--- config.mk ---
export PLATFORM = sky130hd
export DESIGN_NAME = rr_resource_arbiter
export DESIGN_NICKNAME = d
export VERILOG_FILES = /design/src/rtl/rr_resource_arbiter.sv
export SDC_FILE = /design/constraint.sdc
export NUM_CORES = 1
export LEC_CHECK = 0
export CORE_MARGIN = 2
export CORE_UTILIZATION = 35
export DETAILED_ROUTE_END_ITERATION = 16
export GPL_ROUTABILITY_DRIVEN = 0
export PLACE_DENSITY_LB_ADDON = 0.1
export SLEW_MARGIN = 0
export SYNTH_ARGS = -nofsm -noshare
export SYNTH_HDL_FRONTEND = slang
export SYNTH_SLANG_ARGS = --single-unit
--- constraint.sdc ---
create_clock -name clk_i -period 4 [get_ports clk_i]
set_input_delay 0.6 -clock clk_i [delete_from_list [all_inputs] [get_ports clk_i]]
set_output_delay 0.6 -clock clk_i [all_outputs]
set_load 0.01 [all_outputs]
--- src/rtl/rr_resource_arbiter.sv ---
// Round-robin arbiter granting one shared resource to N_REQ requesters with
// ownership held until the owner pulses release. Optional watchdog: ARB_WDOG_EN.
module rr_resource_arbiter #(
  parameter int unsigned N_REQ    = 4,
  parameter int unsigned MAX_HOLD = 255,
  localparam int unsigned ID_W    = $clog2(N_REQ)
) (
  input  logic             clk_i,
  input  logic             rst_i,
  input  logic [N_REQ-1:0] req_i,
  input  logic [N_REQ-1:0] rel_i,
  output logic [N_REQ-1:0] gnt_o,
  output logic             gnt_vld_o,
  output logic [ID_W-1:0]  gnt_id_o,
  output logic             wdog_to_o
);

  typedef enum logic {IDLE = 1'b0, OWN = 1'b1} state_e;

  if (N_REQ < 2) begin : g_chk_n
    $error("rr_resource_arbiter: N_REQ must be >= 2");
  end
  if (MAX_HOLD < 1) begin : g_chk_hold
    $error("rr_resource_arbiter: MAX_HOLD must be >= 1");
  end

  state_e             state_q, state_d;
  logic [N_REQ-1:0]   gnt_q, gnt_d;
  logic [ID_W-1:0]    id_q, id_d;
  logic [ID_W-1:0]    ptr_q, ptr_d;
  logic               vld_q, vld_d;

  logic               found;
  logic [ID_W-1:0]    win;
  int unsigned        idx;
  logic               rel_own;
  logic               timeout;
  logic [ID_W-1:0]    ptr_nxt;

  assign rel_own = rel_i[id_q];
  assign ptr_nxt = (id_q == ID_W'(N_REQ - 1)) ? '0 : id_q + ID_W'(1);

  // Rotating search: first set request starting at ptr_q, wrapping around.
  always_comb begin
    found = 1'b0;
    win   = '0;
    idx   = 0;
    for (int i = 0; i < int'(N_REQ); i++) begin
      idx = (int'(ptr_q) + i) % N_REQ;
      if (!found && req_i[idx]) begin
        found = 1'b1;
        win   = ID_W'(idx);
      end
    end
  end

  // Next-state and registered-output computation.
  always_comb begin
    state_d = state_q;
    gnt_d   = gnt_q;
    id_d    = id_q;
    ptr_d   = ptr_q;
    vld_d   = vld_q;
    case (state_q)
      IDLE: begin
        if (found) begin
          state_d = OWN;
          gnt_d   = N_REQ'(1) << win;
          id_d    = win;
          vld_d   = 1'b1;
        end
      end
      OWN: begin
        if (rel_own || timeout) begin
          state_d = IDLE;
          gnt_d   = '0;
          id_d    = '0;
          vld_d   = 1'b0;
          ptr_d   = ptr_nxt;
        end
      end
      default: begin
        state_d = IDLE;
        gnt_d   = '0;
        id_d    = '0;
        vld_d   = 1'b0;
      end
    endcase
  end

  always_ff @(posedge clk_i) begin
    if (rst_i) begin
      state_q <= IDLE;
      gnt_q   <= '0;
      id_q    <= '0;
      ptr_q   <= '0;
      vld_q   <= 1'b0;
    end else begin
      state_q <= state_d;
      gnt_q   <= gnt_d;
      id_q    <= id_d;
      ptr_q   <= ptr_d;
      vld_q   <= vld_d;
    end
  end

`ifdef ARB_WDOG_EN
  localparam int unsigned CNT_W = (MAX_HOLD < 2) ? 1 : $clog2(MAX_HOLD);

  logic [CNT_W-1:0] cnt_q, cnt_d;
  logic             wdog_q;

  // cnt_q counts completed OWN cycles; the MAX_HOLD-th one forces release.
  assign timeout = (state_q == OWN) && (cnt_q == CNT_W'(MAX_HOLD - 1));

  always_comb begin
    cnt_d = cnt_q;
    if (state_q != OWN) begin
      cnt_d = '0;
    end else if (!timeout) begin
      cnt_d = cnt_q + CNT_W'(1);
    end
  end

  always_ff @(posedge clk_i) begin
    if (rst_i) begin
      cnt_q  <= '0;
      wdog_q <= 1'b0;
    end else begin
      cnt_q  <= cnt_d;
      wdog_q <= timeout && !rel_own;
    end
  end

  assign wdog_to_o = wdog_q;
`else
  assign timeout   = 1'b0;
  assign wdog_to_o = 1'b0;
`endif

  assign gnt_o     = gnt_q;
  assign gnt_vld_o = vld_q;
  assign gnt_id_o  = id_q;

  always_ff @(posedge clk_i) begin
    if (!rst_i) begin
      assert ($onehot0(gnt_q) && (vld_q == (|gnt_q)))
        else $error("rr_resource_arbiter: grant not one-hot/zero or vld inconsistent");
    end
  end

endmodule

* Word-level counts from Yosys, hierarchy flattened
Index checks and enable logic that the tools add are counted.
Storage, ports and cells: register bits 10, latch bits 0, memory bits (writable) 0, bits in read-only memories 0, bits of input ports 10, output and inout bits 8, logic and storage cells 58, memories kept 0
Cells by class: $add $sub $neg 4, multipliers 0, div/mod/pow operators 0, $lt $le $gt $ge 5, equality and inequality tests 3, shift operators 1, muxes and demuxes 31, bitwise logic cells 1, reductions and logical operators 8
Operators with widths (number):
- $lt 2x3->1 const B | 5
- $mux 2 | 7
- $mux 1 | 13
- $bmux 1 s2 | 5
- $mux 4 | 2
- $pmux 4 s2 | 1
- $add 2x1->2 const B | 2
- $add 2x2->2 const B | 2
- $pmux 1 s2 | 2
- $pmux 2 s2 | 1
- $reduce_and 2->1 | 2
- $shl 1x2->4 const A | 1
- $logic_and 1x1->1 | 3
- $logic_not 1->1 | 3
- $eq 2x2->1 const B | 1
- $ne 2x1->1 const B | 1
- $ne 2x2->1 const B | 1
- $not 1->1 | 1

* Depth between registers and ports, before layout
depth in word-level cells 15, mapped depth 5, gate-level depth less buffers 4

* Worst setup path before layout
No wires, ideal clock.
path kind in2reg, start input port req_i[2], end register gnt_q[0] (netlist: gnt_o[0]), setup time 0.117 ns, arrival time 1.356 ns, required time 3.883 ns, setup slack 2.526 ns, stages 4, buffers on the path 0, cells stage by stage mux2i_1 nor2_1 or3_4 a32o_1
Between the ends: longest elaborated chain between the ends 15, elaborated cells on any way between the ends 27, those cells by class eq/ne (1); shift (1); mux (18); reduce/logical (7)
Ends and longest elaborated chain:
- from (decl) | line 10 | input logic [N_REQ-1:0] req_i,
- $bmux 1 s2 | line 50 | if (!found && req_i[idx]) begin
- $mux 1 (implied by the code) | line 50
- $mux 1 | line 50
- $logic_not 1->1 | line 50
- $logic_and 1x1->1 | line 50
- $mux 1 | line 50
- $logic_not 1->1 | line 50
- $logic_and 1x1->1 | line 50
- $mux 1 | line 50
- $logic_not 1->1 | line 50
- $logic_and 1x1->1 | line 50
- $mux 2 | line 50
- $shl 1x2->4 | line 68 | gnt_d = N_REQ'(1) << win;
- $mux 4 | line 66 | if (found) begin
- $pmux 4 s2 | line 64 | case (state_q)
- to (signal assigned) | line 100 | gnt_q <= gnt_d;
- to (decl) | line 28 | logic [N_REQ-1:0] gnt_q, gnt_d;
Parallel ways exist; a longest one is shown, timed or not. The select of a mux whose other input is x is not followed. A chain may end at the register's enable or synchronous reset.

* Worst setup path in the final report
start register id_q[1] (netlist: gnt_id_o[1]), end output port gnt_id_o[1]
RTL lines:
- from (decl) | line 29 | logic [ID_W-1:0] id_q, id_d;
- from (signal assigned) | line 101 | id_q <= id_d;
- to (decl) | line 14 | output logic [ID_W-1:0] gnt_id_o,
No word-level cell between the ends.

==> results.sh <==
export IMPL_ir_drop_v=0.0001571
export IMPL_die_area_um2=1828
export IMPL_rr_startpoint="ptr_q[1]$_SDFFE_PP0P_"
export IMPL_grt_pass1_wl_um=1759
export IMPL_first_global_vias=434
export IMPL_r2r_end="gnt_o[2]$_SDFFE_PP0P_"
export IMPL_leakagePower_uw=0.0002498
export IMPL_clock_sinks=10
export IMPL_grt_use_met3_pct=5.106
export IMPL_fin_skew_ps=0.3035
export IMPL_die_y_um=42.75
export IMPL_ff2ff_setup_slack_ps=2560
export IMPL_hold_viol=0
export IMPL_num_antenna_cells=0
export IMPL_num_rows=13
export IMPL_final_layout_size_suffix_gt1_share_pct=11.43
export IMPL_drv_slew=0
export IMPL_seqCellArea_um2=200.2
export IMPL_holdCritStartpoint="gnt_o[3]$_SDFFE_PP0P_"
export IMPL_dp_cells=82
export IMPL_routed_wl_um=1008
export IMPL_cts_tree="done"
export IMPL_grt_setup_unrepaired="no"
export IMPL_drt_initial_drc_count=3
export IMPL_post_route_drc_count=0
export IMPL_mappedNetlistArea_um2=525.5
export IMPL_syn_nets=64
export IMPL_yosysUniqueCellTypes=22
export IMPL_cts_hold_buf=0
export IMPL_syn_to_final_growth_pct=34.76
export IMPL_critPathBufInv=1
export IMPL_globalRouteTotalUtil_pct=12.88
export IMPL_max_cap_violations=0
export IMPL_vias=449
export IMPL_use_met1_pct=14.25
export IMPL_final_nets=83
export IMPL_portBuffers=16
export IMPL_max_freq_mhz=531.5
export IMPL_cellPowerDensity_nw_per_um2=346.9
export IMPL_clk_pin_slew_ps=60
export IMPL_fillers=141
export IMPL_grt_util_met2_pct=20.61
export IMPL_status="completed"
export IMPL_finish_instance_area_um2=708.2
export IMPL_cts_buffers=3
export IMPL_crit_chain="clkdlybuf4s50_1"
export IMPL_hold_path_end="gnt_o[3]$_SDFFE_PP0P_"
export IMPL_place_area_um2=685.7
export IMPL_cts_resized=0
export IMPL_start_util_pct=38.92
export IMPL_final_common_cell="clkdlybuf4s50_1"
export IMPL_period_minus_slack_ps=1882
export IMPL_ys_seq_area_share_pct=38.10
export IMPL_cp_slowest_cell="clkdlybuf4s50_1"
export IMPL_cts_root_buffer="clkbuf_4"
export IMPL_multi_input_area_um2=302.8
export IMPL_crit_type="flip-flop to output pin"
export IMPL_slew_headroom_pct=56.71
export IMPL_cp_required_ps=3400
export IMPL_clockBufferDepth=2
export IMPL_drtAntennaViolNets=0
export IMPL_wl_per_cell_um=11.86
export IMPL_h_tree_depth=1
export IMPL_worstMarginPinSlew_ps=644.3
export IMPL_worst_r2r_cell_count=4
export IMPL_path_max_fanout=5
export IMPL_pin_count=18
export IMPL_cts_setup_buffers=0
export IMPL_die_x_um=42.75
export IMPL_utilization_pct=52.46
export IMPL_hold_path_class="flip-flop to flip-flop"
export IMPL_grt_antenna_before_repair=0
export IMPL_crit_family="buffers and inverters"
export IMPL_syn_mean_instance_area_um2=9.915
export IMPL_layout_common_cells="16 x clkdlybuf4s50_1, 10 x dfxtp_1, 7 x nor2_1, 5 x mux2i_1"
export IMPL_finalSetupViolCount=0
export IMPL_hold_ws_ps=470.5
export IMPL_netlist_instances=53
export IMPL_tns_ps=0
export IMPL_fin_crit_sh_pct=47.04
export IMPL_slowest_delay_ps=580
export IMPL_ys_ff_latch=10
export IMPL_clkLatencyLatePin_ps=250
export IMPL_core_area_um2=1350
export IMPL_dr_pass1_iters=4
export IMPL_hold_path_depth=1
export IMPL_overflow=0
export IMPL_vias_per_cell=5.282
export IMPL_synth_warnings=0
export IMPL_worstSetupStartpointType="flip-flop"
export IMPL_arrival_ps=1280
export IMPL_top_usage_layer="met2"
export IMPL_setup_worst_path_end_class="output pin"
export IMPL_stdcell_count=85
export IMPL_grt_max_degree=8
-- state kept, by name, indices dropped and copies added, names as in the netlist --
signal	flops
gnt_o	4
gnt_id_o	2
ptr_q	2
gnt_vld_o	1
state_q	1
-- cells in the mapped netlist --
cell | instances | area, um2
dfxtp_1 | 10 | 200.2
nor2_1 | 7 | 26.28
mux2i_1 | 5 | 50.05
a32o_1 | 4 | 40.04
nor3_1 | 4 | 20.02
a21oi_1 | 3 | 15.01
nand2b_1 | 3 | 18.77
a22o_1 | 2 | 17.52
nand2_1 | 2 | 7.510
buf_4 | 1 | 7.510
buf_6 | 1 | 11.26
conb_1 | 1 | 3.750
ha_1 | 1 | 12.51
inv_1 | 1 | 3.750
nor2b_1 | 1 | 6.260
nor3_4 | 1 | 16.27
nor4_4 | 1 | 21.27
o21a_1 | 1 | 7.510
o22a_2 | 1 | 10.01
o22ai_1 | 1 | 6.260
o22ai_2 | 1 | 12.51
or3_4 | 1 | 11.26
-- cell families after synthesis --
group | after synthesis | synth area share [%]
buffers and inverters | 3 | 4.285
other | 1 | 0.7136
adders and majority gates | 1 | 2.381
AOI/OAI and AO/OA | 13 | 20.72
muxes | 5 | 9.524
DFF | 10 | 38.09
and+or+nand+nor | 20 | 24.29
-- worst max-delay path by stage --
stage,startpoint,end,cells after the start
after CTS,gnt_id_o[1]$_SDFFE_PP0P_,gnt_id_o[1],1
after floorplan,req_i[2],gnt_o[0]$_SDFFE_PP0P_,4
after global placement,req_i[3],gnt_o[2]$_SDFFE_PP0P_,5
final,gnt_id_o[1]$_SDFFE_PP0P_,gnt_id_o[1],1
after detailed placement,req_i[3],gnt_o[2]$_SDFFE_PP0P_,5
after global routing,req_i[2],gnt_o[3]$_SDFFE_PP0P_,4
-- per-stage QoR --
stage	power, uW	worst slack [ps]
after floorplan	155.7	2526
after global placement	184.1	1910
after detailed placement	184.7	1907
after CTS	250.5	2096
after global routing	261.6	2054
final	245.7	2118
-- power breakdown --
group	internal, uW	leakage (uW)	total [uW]	switching (uW)
clock	34.5	0.0000138	63.7	29.3
sequential	109	0.0000821	117	8.72
combinational	36.0	0.000154	64.7	28.6
-- area by class of cell --
cell class                 instances  area share, %
sequential                        10          28.27
multi-input combinational         40          42.76
timing repair buffer              16          22.61
clock buffer                       3          3.180
inverter                           1         0.5300
tap                               15          2.650
-- layer usage --
| metal | routed length [um] | up-vias |
|---|---|---|
| met5 | 0 | - |
| met4 | 8 | 0 |
| met3 | 79 | 2 |
| met2 | 447 | 15 |
| met1 | 472 | 200 |
| li1 | - | 232 |
Power figures use the tool's default switching activity.
